[config.mk]
export PLATFORM = sky130hd
export DESIGN_NAME = ym3438_slot_sched_flat
export DESIGN_NICKNAME = d
export VERILOG_FILES = /design/src/rtl/ym3438_slot_sched_if.sv /design/src/rtl/ym3438_slot_sched.sv /design/src/flat_wrapper.sv
export SDC_FILE = /design/constraint.sdc
export NUM_CORES = 1
export LEC_CHECK = 0
export ABC_AREA = 1
export CORE_ASPECT_RATIO = 0.8
export CORE_MARGIN = 2
export CORE_UTILIZATION = 40
export CTS_BUF_LIST = sky130_fd_sc_hd__clkbuf_2 sky130_fd_sc_hd__clkbuf_4 sky130_fd_sc_hd__clkbuf_8
export DETAILED_ROUTE_END_ITERATION = 12
export PLACE_DENSITY = 0.67
export SETUP_SLACK_MARGIN = 0.2
export SYNTH_ARGS = -nofsm -noshare
export SYNTH_HDL_FRONTEND = slang
export SYNTH_SLANG_ARGS = --single-unit
[constraint.sdc]
create_clock -name MCLK -period 5.7 [get_ports MCLK]
set_input_delay 1.71 -clock MCLK [delete_from_list [all_inputs] [get_ports MCLK]]
set_output_delay 1.71 -clock MCLK [all_outputs]
set_load 0.05 [all_outputs]
[src/rtl/ym3438_slot_sched_if.sv]
// Register write bus into the YM3438 slot scheduler: one-MCLK strobe, address, data.
interface ym3438_slot_sched_if;
   logic       wr_en;
   logic [7:0] wr_addr;
   logic [7:0] wr_data;

   modport master (output wr_en, output wr_addr, output wr_data);
   modport slave  (input  wr_en, input  wr_addr, input  wr_data);
endinterface

[src/rtl/ym3438_slot_sched.sv]
// YM3438 c1/c2 phase generator, 24-slot sequencer and reg 0x21/0x22 holding.
// Define LFO_REG_STAGE_EN to defer register writes to the next sample boundary.
module ym3438_slot_sched #(
   parameter int PRESCALE = 6,
   parameter int SLOTS    = 24
) (
   input  logic                MCLK,
   input  logic                IC,
   ym3438_slot_sched_if.slave  wr,
   output logic                c1,
   output logic                c2,
   output logic                fsm_sel0,
   output logic                fsm_sel23,
   output logic [4:0]          slot,
   output logic [2:0]          slot_ch,
   output logic [1:0]          slot_op,
   output logic                sample_tick,
   output logic [7:0]          reg_21,
   output logic [3:0]          lfo,
   output logic                pending
);

   localparam logic [3:0] PRE_LAST  = 4'(PRESCALE - 1);
   localparam logic [3:0] C2_FIRST  = 4'(PRESCALE / 2);
   localparam logic [3:0] C2_SECOND = 4'(PRESCALE / 2 + 1);
   localparam logic [4:0] SLOT_LAST = 5'(SLOTS - 1);

   logic [3:0] pre;
   logic       pre_last;
   logic       boundary;
   logic       wr_21;
   logic       wr_22;

   assign pre_last = (pre == PRE_LAST);
   assign boundary = pre_last && (slot == SLOT_LAST);
   assign wr_21    = wr.wr_en && (wr.wr_addr == 8'h21);
   assign wr_22    = wr.wr_en && (wr.wr_addr == 8'h22);

   always_ff @(posedge MCLK) begin
      if (!IC) begin
         pre         <= 4'd0;
         slot        <= 5'd0;
         sample_tick <= 1'b0;
      end else begin
         pre         <= pre_last ? 4'd0 : pre + 4'd1;
         sample_tick <= boundary;
         if (pre_last)
            slot <= (slot == SLOT_LAST) ? 5'd0 : slot + 5'd1;
      end
   end

   // Phase enables and slot decodes come straight off the registered counters.
   assign c1        = (pre <= 4'd1);
   assign c2        = (pre == C2_FIRST) || (pre == C2_SECOND);
   assign fsm_sel0  = (slot == 5'd0);
   assign fsm_sel23 = (slot == SLOT_LAST);

   always_comb begin
      slot_ch = 3'd0;
      case (slot)
         5'd1, 5'd7,  5'd13, 5'd19: slot_ch = 3'd1;
         5'd2, 5'd8,  5'd14, 5'd20: slot_ch = 3'd2;
         5'd3, 5'd9,  5'd15, 5'd21: slot_ch = 3'd4;
         5'd4, 5'd10, 5'd16, 5'd22: slot_ch = 3'd5;
         5'd5, 5'd11, 5'd17, 5'd23: slot_ch = 3'd6;
         default:                   slot_ch = 3'd0;
      endcase
   end

   always_comb begin
      slot_op = 2'd3;
      if (slot < 5'd6)
         slot_op = 2'd0;
      else if (slot < 5'd12)
         slot_op = 2'd2;
      else if (slot < 5'd18)
         slot_op = 2'd1;
   end

`ifdef LFO_REG_STAGE_EN
   typedef enum logic {IDLE, ARMED} state_t;

   state_t     state;
   logic [7:0] stage21;
   logic [3:0] stage22;
   logic       p21;
   logic       p22;

   // A write landing on the boundary edge is staged after the commit, so it waits a full sample.
   always_ff @(posedge MCLK) begin
      if (!IC) begin
         reg_21  <= 8'h00;
         lfo     <= 4'h0;
         stage21 <= 8'h00;
         stage22 <= 4'h0;
         p21     <= 1'b0;
         p22     <= 1'b0;
      end else begin
         if (boundary) begin
            if (p21) reg_21 <= stage21;
            if (p22) lfo    <= stage22;
         end
         if (wr_21) stage21 <= wr.wr_data;
         if (wr_22) stage22 <= wr.wr_data[3:0];
         p21 <= wr_21 || (p21 && !boundary);
         p22 <= wr_22 || (p22 && !boundary);
      end
   end

   always_ff @(posedge MCLK) begin
      if (!IC) begin
         state   <= IDLE;
         pending <= 1'b0;
      end else begin
         case (state)
            IDLE: begin
               if (wr_21 || wr_22) begin
                  state   <= ARMED;
                  pending <= 1'b1;
               end
            end
            ARMED: begin
               if (boundary && !(wr_21 || wr_22)) begin
                  state   <= IDLE;
                  pending <= 1'b0;
               end
            end
            default: begin
               state   <= IDLE;
               pending <= 1'b0;
            end
         endcase
      end
   end
`else
   always_ff @(posedge MCLK) begin
      if (!IC) begin
         reg_21 <= 8'h00;
         lfo    <= 4'h0;
      end else begin
         if (wr_21) reg_21 <= wr.wr_data;
         if (wr_22) lfo    <= wr.wr_data[3:0];
      end
   end

   assign pending = 1'b0;
`endif

endmodule

[src/flat_wrapper.sv]
// flat-port wrapper written by rule: the top's interface ports become plain ports
module ym3438_slot_sched_flat 
#(
   parameter int PRESCALE = 6,
   parameter int SLOTS    = 24
)
  (MCLK, IC, c1, c2, fsm_sel0, fsm_sel23, slot, slot_ch, slot_op, sample_tick, reg_21, lfo, pending, wr_wr_en, wr_wr_addr, wr_wr_data);
  ym3438_slot_sched_if wr_i ();
  input  logic MCLK;
  input  logic IC;
  output logic c1;
  output logic c2;
  output logic fsm_sel0;
  output logic fsm_sel23;
  output logic [4:0] slot;
  output logic [2:0] slot_ch;
  output logic [1:0] slot_op;
  output logic sample_tick;
  output logic [7:0] reg_21;
  output logic [3:0] lfo;
  output logic pending;
  input wire logic [$bits(wr_i.wr_en)-1:0] wr_wr_en;
  input wire logic [$bits(wr_i.wr_addr)-1:0] wr_wr_addr;
  input wire logic [$bits(wr_i.wr_data)-1:0] wr_wr_data;
  assign wr_i.wr_en = wr_wr_en;
  assign wr_i.wr_addr = wr_wr_addr;
  assign wr_i.wr_data = wr_wr_data;
  ym3438_slot_sched #(.PRESCALE(PRESCALE), .SLOTS(SLOTS)) u_core (.MCLK(MCLK), .IC(IC), .wr(wr_i), .c1(c1), .c2(c2), .fsm_sel0(fsm_sel0), .fsm_sel23(fsm_sel23), .slot(slot), .slot_ch(slot_ch), .slot_op(slot_op), .sample_tick(sample_tick), .reg_21(reg_21), .lfo(lfo), .pending(pending));
endmodule
# --- Yosys cells after proc, flatten, opt, wreduce, memory -nomap -nowiden ---
# Memory sizes are Yosys's and may differ from the RTL's. A register that Yosys moved wholly into a read port is not among the register bits.
# Index checks and enable logic that the tools add are counted.
classes:
  addsub: 2
  order_cmp: 4
  n_eq_ne: 6
  n_mux: 6
  n_bitwise: 1
  reduce_logical: 6
ops:
  columns: ["cell", "count"]
  rows:
  - ["$eq 8x6->1 const B", 2]
  - ["$mux 5", 3]
  - ["$eq 4x3->1 const B", 2]
  - ["$mux 2", 3]
  - ["$add 5x1->5 const B", 1]
  - ["$eq 5x5->1 const B", 1]
  - ["$logic_not 5->1", 1]
  - ["$lt 5x3->1 const B", 1]
  - ["$lt 5x4->1 const B", 1]
  - ["$lt 5x5->1 const B", 1]
  - ["$add 4x1->4 const B", 1]
  - ["$eq 4x2->1 const B", 1]
  - ["$le 4x1->1 const B", 1]
  - ["$logic_and 1x1->1", 3]
  - ["$reduce_or 2->1", 1]
  - ["$logic_or 1x1->1", 1]
  - ["$not 1->1", 1]
totals:
  register_bits: 22
  romBits: 96
  in_bits: 19
  output_inout_bits: 28
  word_cells: 31
  n_memories: 1
memory_table:
  columns: ["memory", "depth", "word_bits", "rd", "rd_ports_with_merged_regs", "wr", "line", "rtl"]
  rows:
  - ["(no name shown)", 32, 3, 1, 1, 0, "ym3438_slot_sched.sv:60", "case (slot)"]

# --- Depth between registers and ports, before layout ---
logic_depth:
  word_depth: 4
  mapped_depth: 15
  depth_no_buf: 15

# --- Least setup slack after synthesis ---
# OpenSTA, ideal clock, no wires.
synth_path:
  path_kind: "register to output"
  start: "reg u_core.slot[2]"
  end: "out slot_op[1]"
  arrival_ns: 1.844
  required_time_ns: 3.990
  slack_ns: 2.146
  stages_incl_launch_ff: 5
  path_buffers: 0
  path_cell_list: "dfxtp_1 nand2_1 nand2_1 o21ai_0 a31oi_1"
synth_between:
  elab_chain_len: 4
  word_cells_on_any_way: 6
  classes_between: "order compare: 3; mux: 3"
synth_lines:
  columns: ["item", "line", "rtl"]
  rows:
  - ["start: declaration", "ym3438_slot_sched.sv:14", "output logic [4:0] slot,"]
  - ["start signal: assignment", "ym3438_slot_sched.sv:48", "slot <= (slot == SLOT_LAST) ? 5'd0 : slot + 5'd1;"]
  - ["$lt 5x5->1", "ym3438_slot_sched.sv:76", "else if (slot < 5'd18)"]
  - ["$mux 2", "ym3438_slot_sched.sv:76", null]
  - ["$mux 2", "ym3438_slot_sched.sv:74", "else if (slot < 5'd12)"]
  - ["$mux 2 *", "ym3438_slot_sched.sv:72", "if (slot < 5'd6)"]
  - ["end: declaration", "flat_wrapper.sv:17", "output logic [1:0] slot_op;"]
# Every way passes the cells marked *; elsewhere a longest branch is shown, timed or not.

# --- Final worst setup path ---
layout_path:
  start: "reg u_core.slot[0]"
  end: "out fsm_sel23"
layout_between:
  elab_chain_len: 1
layout_lines:
  columns: ["item", "line", "rtl"]
  rows:
  - ["$eq 5x5->1", "ym3438_slot_sched.sv:56", "assign fsm_sel23 = (slot == SLOT_LAST);"]
  - ["end: declaration", "flat_wrapper.sv:14", "output logic fsm_sel23;"]
# No other way between the ends.

==> impl_metrics.py <==
metrics = {
    "status": {
        "status": "finished, final reports clean",
    },
    "timing": {
        "relSlewSlack": 0.498,
        "report.final.slew_viol_count": 0,
        "finalHoldWorstSlack_ns": 0.480,
        "tightest_slew_ns": 0.751,
        "setup_viol": 0,
        "finalCritPeriodShare": 0.670,
        "setup_tns_ns": 0,
        "fmax_ghz": 0.262,
        "period_minus_slack_ns": 3.82,
        "fin_skew_ns": 0.00208,
        "rsz0062_at_grt": "no",
        "hold_viol_final": 0,
    },
    "logic_synthesis": {
        "synth_ff_type": "dfxtp_1",
        "synth.avg_cell_area_um2": 7.17,
        "synth-adder-area-share": 0.0793,
        "synth.net_count": 226,
        "synth_edf_count": 0,
        "synth_top_area_share": 0.352,
        "syn_area_mm2": 0.00142,
        "synthArstFlopShare": 0,
        "yosys-top-cells-area": "dfxtp_1 35%, nand2_1 11%, nor2_1 11%",
        "synth-xor-area-share": 0,
        "synthTopCellsByCount": "40 x nand2_1, 40 x nor2_1, 25 x dfxtp_1",
        "muxShareOfSynthArea": 0,
        "yosysSeqAreaShare": 0.352,
        "synth_top_family_by_area": "simple AND/OR/NAND/NOR gates",
        "yosys_warnings": 0,
        "netlist_instances": 198,
        "synth.largest_area_cell": "dfxtp_1",
        "ys_ff_latch": 25,
        "synth-compound-area-share": 0.0899,
        "ys_types": 30,
        "synthSimpleGateAreaFrac": 0.394,
    },
    "die": {
        "start_util": 0.415,
        "core_area_mm2": 0.00342,
        "die_h_um": 57.3,
        "fp.dieArea_mm2": 0.00405,
        "rows": 19,
        "die_x_um": 70.6,
        "ioPinCount": 47,
    },
    "drt": {
        "first_pass_iters": 4,
        "wl_um": 2900,
        "drt_first_iter_violations": 58,
        "viasPerCell": 4.78,
        "wl_per_cell_um": 10.1,
        "vias": 1368,
        "drc": 0,
        "ant_nets": 0,
    },
    "worst_setup_path": {
        "r2r-start": "u_core.slot[0]$_SDFFE_PN0N_",
        "r2r_cells": 14,
        "cp_max_fo": 6,
        "worst_ep_required_time_ns": 3.99,
        "rr_endpoint": "u_core.slot_ch[0]$_DFF_P_",
        "start_kind": "register",
        "crit_path_end": "fsm_sel23",
        "reg2reg_slack_ns": 3.55,
        "cp-end-kind": "primary output",
        "crit_type": "register to primary output",
        "cp-startpoint": "u_core.slot[0]$_SDFFE_PN0N_",
        "crit_arrival_ns": 2.11,
    },
    "power_and_ir_drop": {
        "max-vdd-ir-drop_mv": 0.106,
        "netSwitchingFraction": 0.261,
        "internal_power_w": 0.000256,
        "powerDensity_mw_per_mm2": 177,
        "leakage_nw": 0.886,
        "power_frac_comb": 0.165,
        "p_sw_w": 0.0000905,
        "seq_power_share": 0.521,
        "clkPwrFrac": 0.314,
    },
    "clocking": {
        "clock_path_buffers": 2,
        "cts-buffers-inserted": 3,
        "ctsResizeCount": 0,
        "cts_sinks": 25,
        "post-cts-setup-buffers": 0,
        "htreeDepth": 1,
        "cts_root_buffer": "clkbuf_8",
        "cts_tree": "built",
        "hold_buffers": 0,
        "cts.clk_slew.worst_paths_ns": 0.08,
        "clk_latency_ns": 0.27,
    },
    "layout": {
        "fin_area_mm2": 0.00196,
        "multiInputGateArea_um2": 803,
        "fillers": 328,
        "n_antenna_cell": 0,
        "syn_to_final_growth_pct": 37.8,
        "drive_gt1_frac": 0.131,
        "seq_area_um2": 500,
        "nets": 273,
    },
    "placement": {
        "place_area_mm2": 0.00191,
        "io_buffers": 45,
        "place.gp.congestion": 0.804,
        "dp_hpwl_um": 2300,
    },
    "global_routing": {
        "grt_usage": 0.157,
        "grt_pass1_vias": 1183,
        "grt_pass1_wl_um": 5090,
        "overflow": 0,
        "grt_max_degree": 23,
        "grt_antenna_before_repair": 0,
    },
    "min_path": {
        "hold_path_class": "register to register",
    },
    "run": {
        "maxCapViolCount": 0,
    },
}
## worst min path at each step
stage	depth (start not counted)	to	slack [ns]	startpoint
after floorplan	1	u_core.pre[0]$_SDFF_PP0_	0.43	u_core.pre[0]$_SDFF_PP0_
after global placement	1	u_core.pre[0]$_SDFF_PP0_	0.45	u_core.pre[0]$_SDFF_PP0_
after detailed placement	1	u_core.pre[0]$_SDFF_PP0_	0.46	u_core.pre[0]$_SDFF_PP0_
after CTS	1	u_core.pre[0]$_SDFF_PP0_	0.48	u_core.pre[0]$_SDFF_PP0_
after global routing	1	u_core.pre[0]$_SDFF_PP0_	0.52	u_core.pre[0]$_SDFF_PP0_
final	1	u_core.pre[0]$_SDFF_PP0_	0.48	u_core.pre[0]$_SDFF_PP0_
## sequential cells by signal (all words and copies together), names as in the netlist
name,cells
u_core.sample_tick,1
u_core.slot_ch,3
u_core.lfo,4
u_core.pre,4
u_core.reg_21,8
u_core.slot,5
## metal layers
layer	up-vias	wire, um	global-route usage
met1	598	1520	0.231
met5	-	0	0
met4	0	37	0.0485
met3	5	191	0.0442
li1	723	-	-
met2	42	1160	0.222
## cell type report
type | count | share of cell area
flip-flops and latches | 25 | 0.256
clock buffers | 4 | 0.0249
multi-input cells | 143 | 0.410
repair buffers | 45 | 0.230
well taps | 42 | 0.0269
inverters | 27 | 0.0518
## cells by family (layout without fill, tap and decap cells)
group,count (synthesis),count (layout)
AOI/OAI and AO/OA,23,23
DFF,25,25
other,1,1
adders and majority gates,9,9
and+or+nand+nor,110,110
buffers and inverters,30,76
## worst max-delay path, stage by stage, from the launching register on
cell and delay [ns]:
dfxtp_1 0.48, ha_1 0.25, nand2_1 0.09, inv_1 0.06, nand2_1 0.10, inv_1 0.07
clkdlybuf4s50_1 0.79
## through the flow
stage / std cells / worst slack, ns / power [W] / utilization
floorplan: 198 / 2.15 / 0.000219 / -
global placement: 282 / 1.73 / 0.000242 / 0.557
detailed placement: 282 / 1.65 / 0.000242 / 0.557
CTS: 286 / 1.89 / 0.000352 / 0.572
global route: 286 / 1.76 / 0.000366 / 0.572
finish: 286 / 1.88 / 0.000347 / 0.572
## placed cells by master, fill, tap and decap left out, types with 5 or more instances in the layout
master / n
clkdlybuf4s50_1: 45
nor2_1: 40
nand2_1: 40
dfxtp_1: 25
inv_1: 18
o21ai_1: 13
inv_2: 9
ha_1: 9
nand3_1: 6
nand2_2: 5
nand3_2: 5
## power by group through the flow
stage / sequential (W) / combinational, W / clock (W)
6_report: 0.000181 / 0.0000573 / 0.000109
5_1_grt: 0.000181 / 0.0000628 / 0.000122
4_1_cts: 0.000181 / 0.0000577 / 0.000113
3_5_place_dp: 0.000185 / 0.0000575 / 0
3_3_place_gp: 0.000185 / 0.0000571 / 0
2_1_floorplan: 0.000188 / 0.0000311 / 0
(Power assumes the default switching activity.)
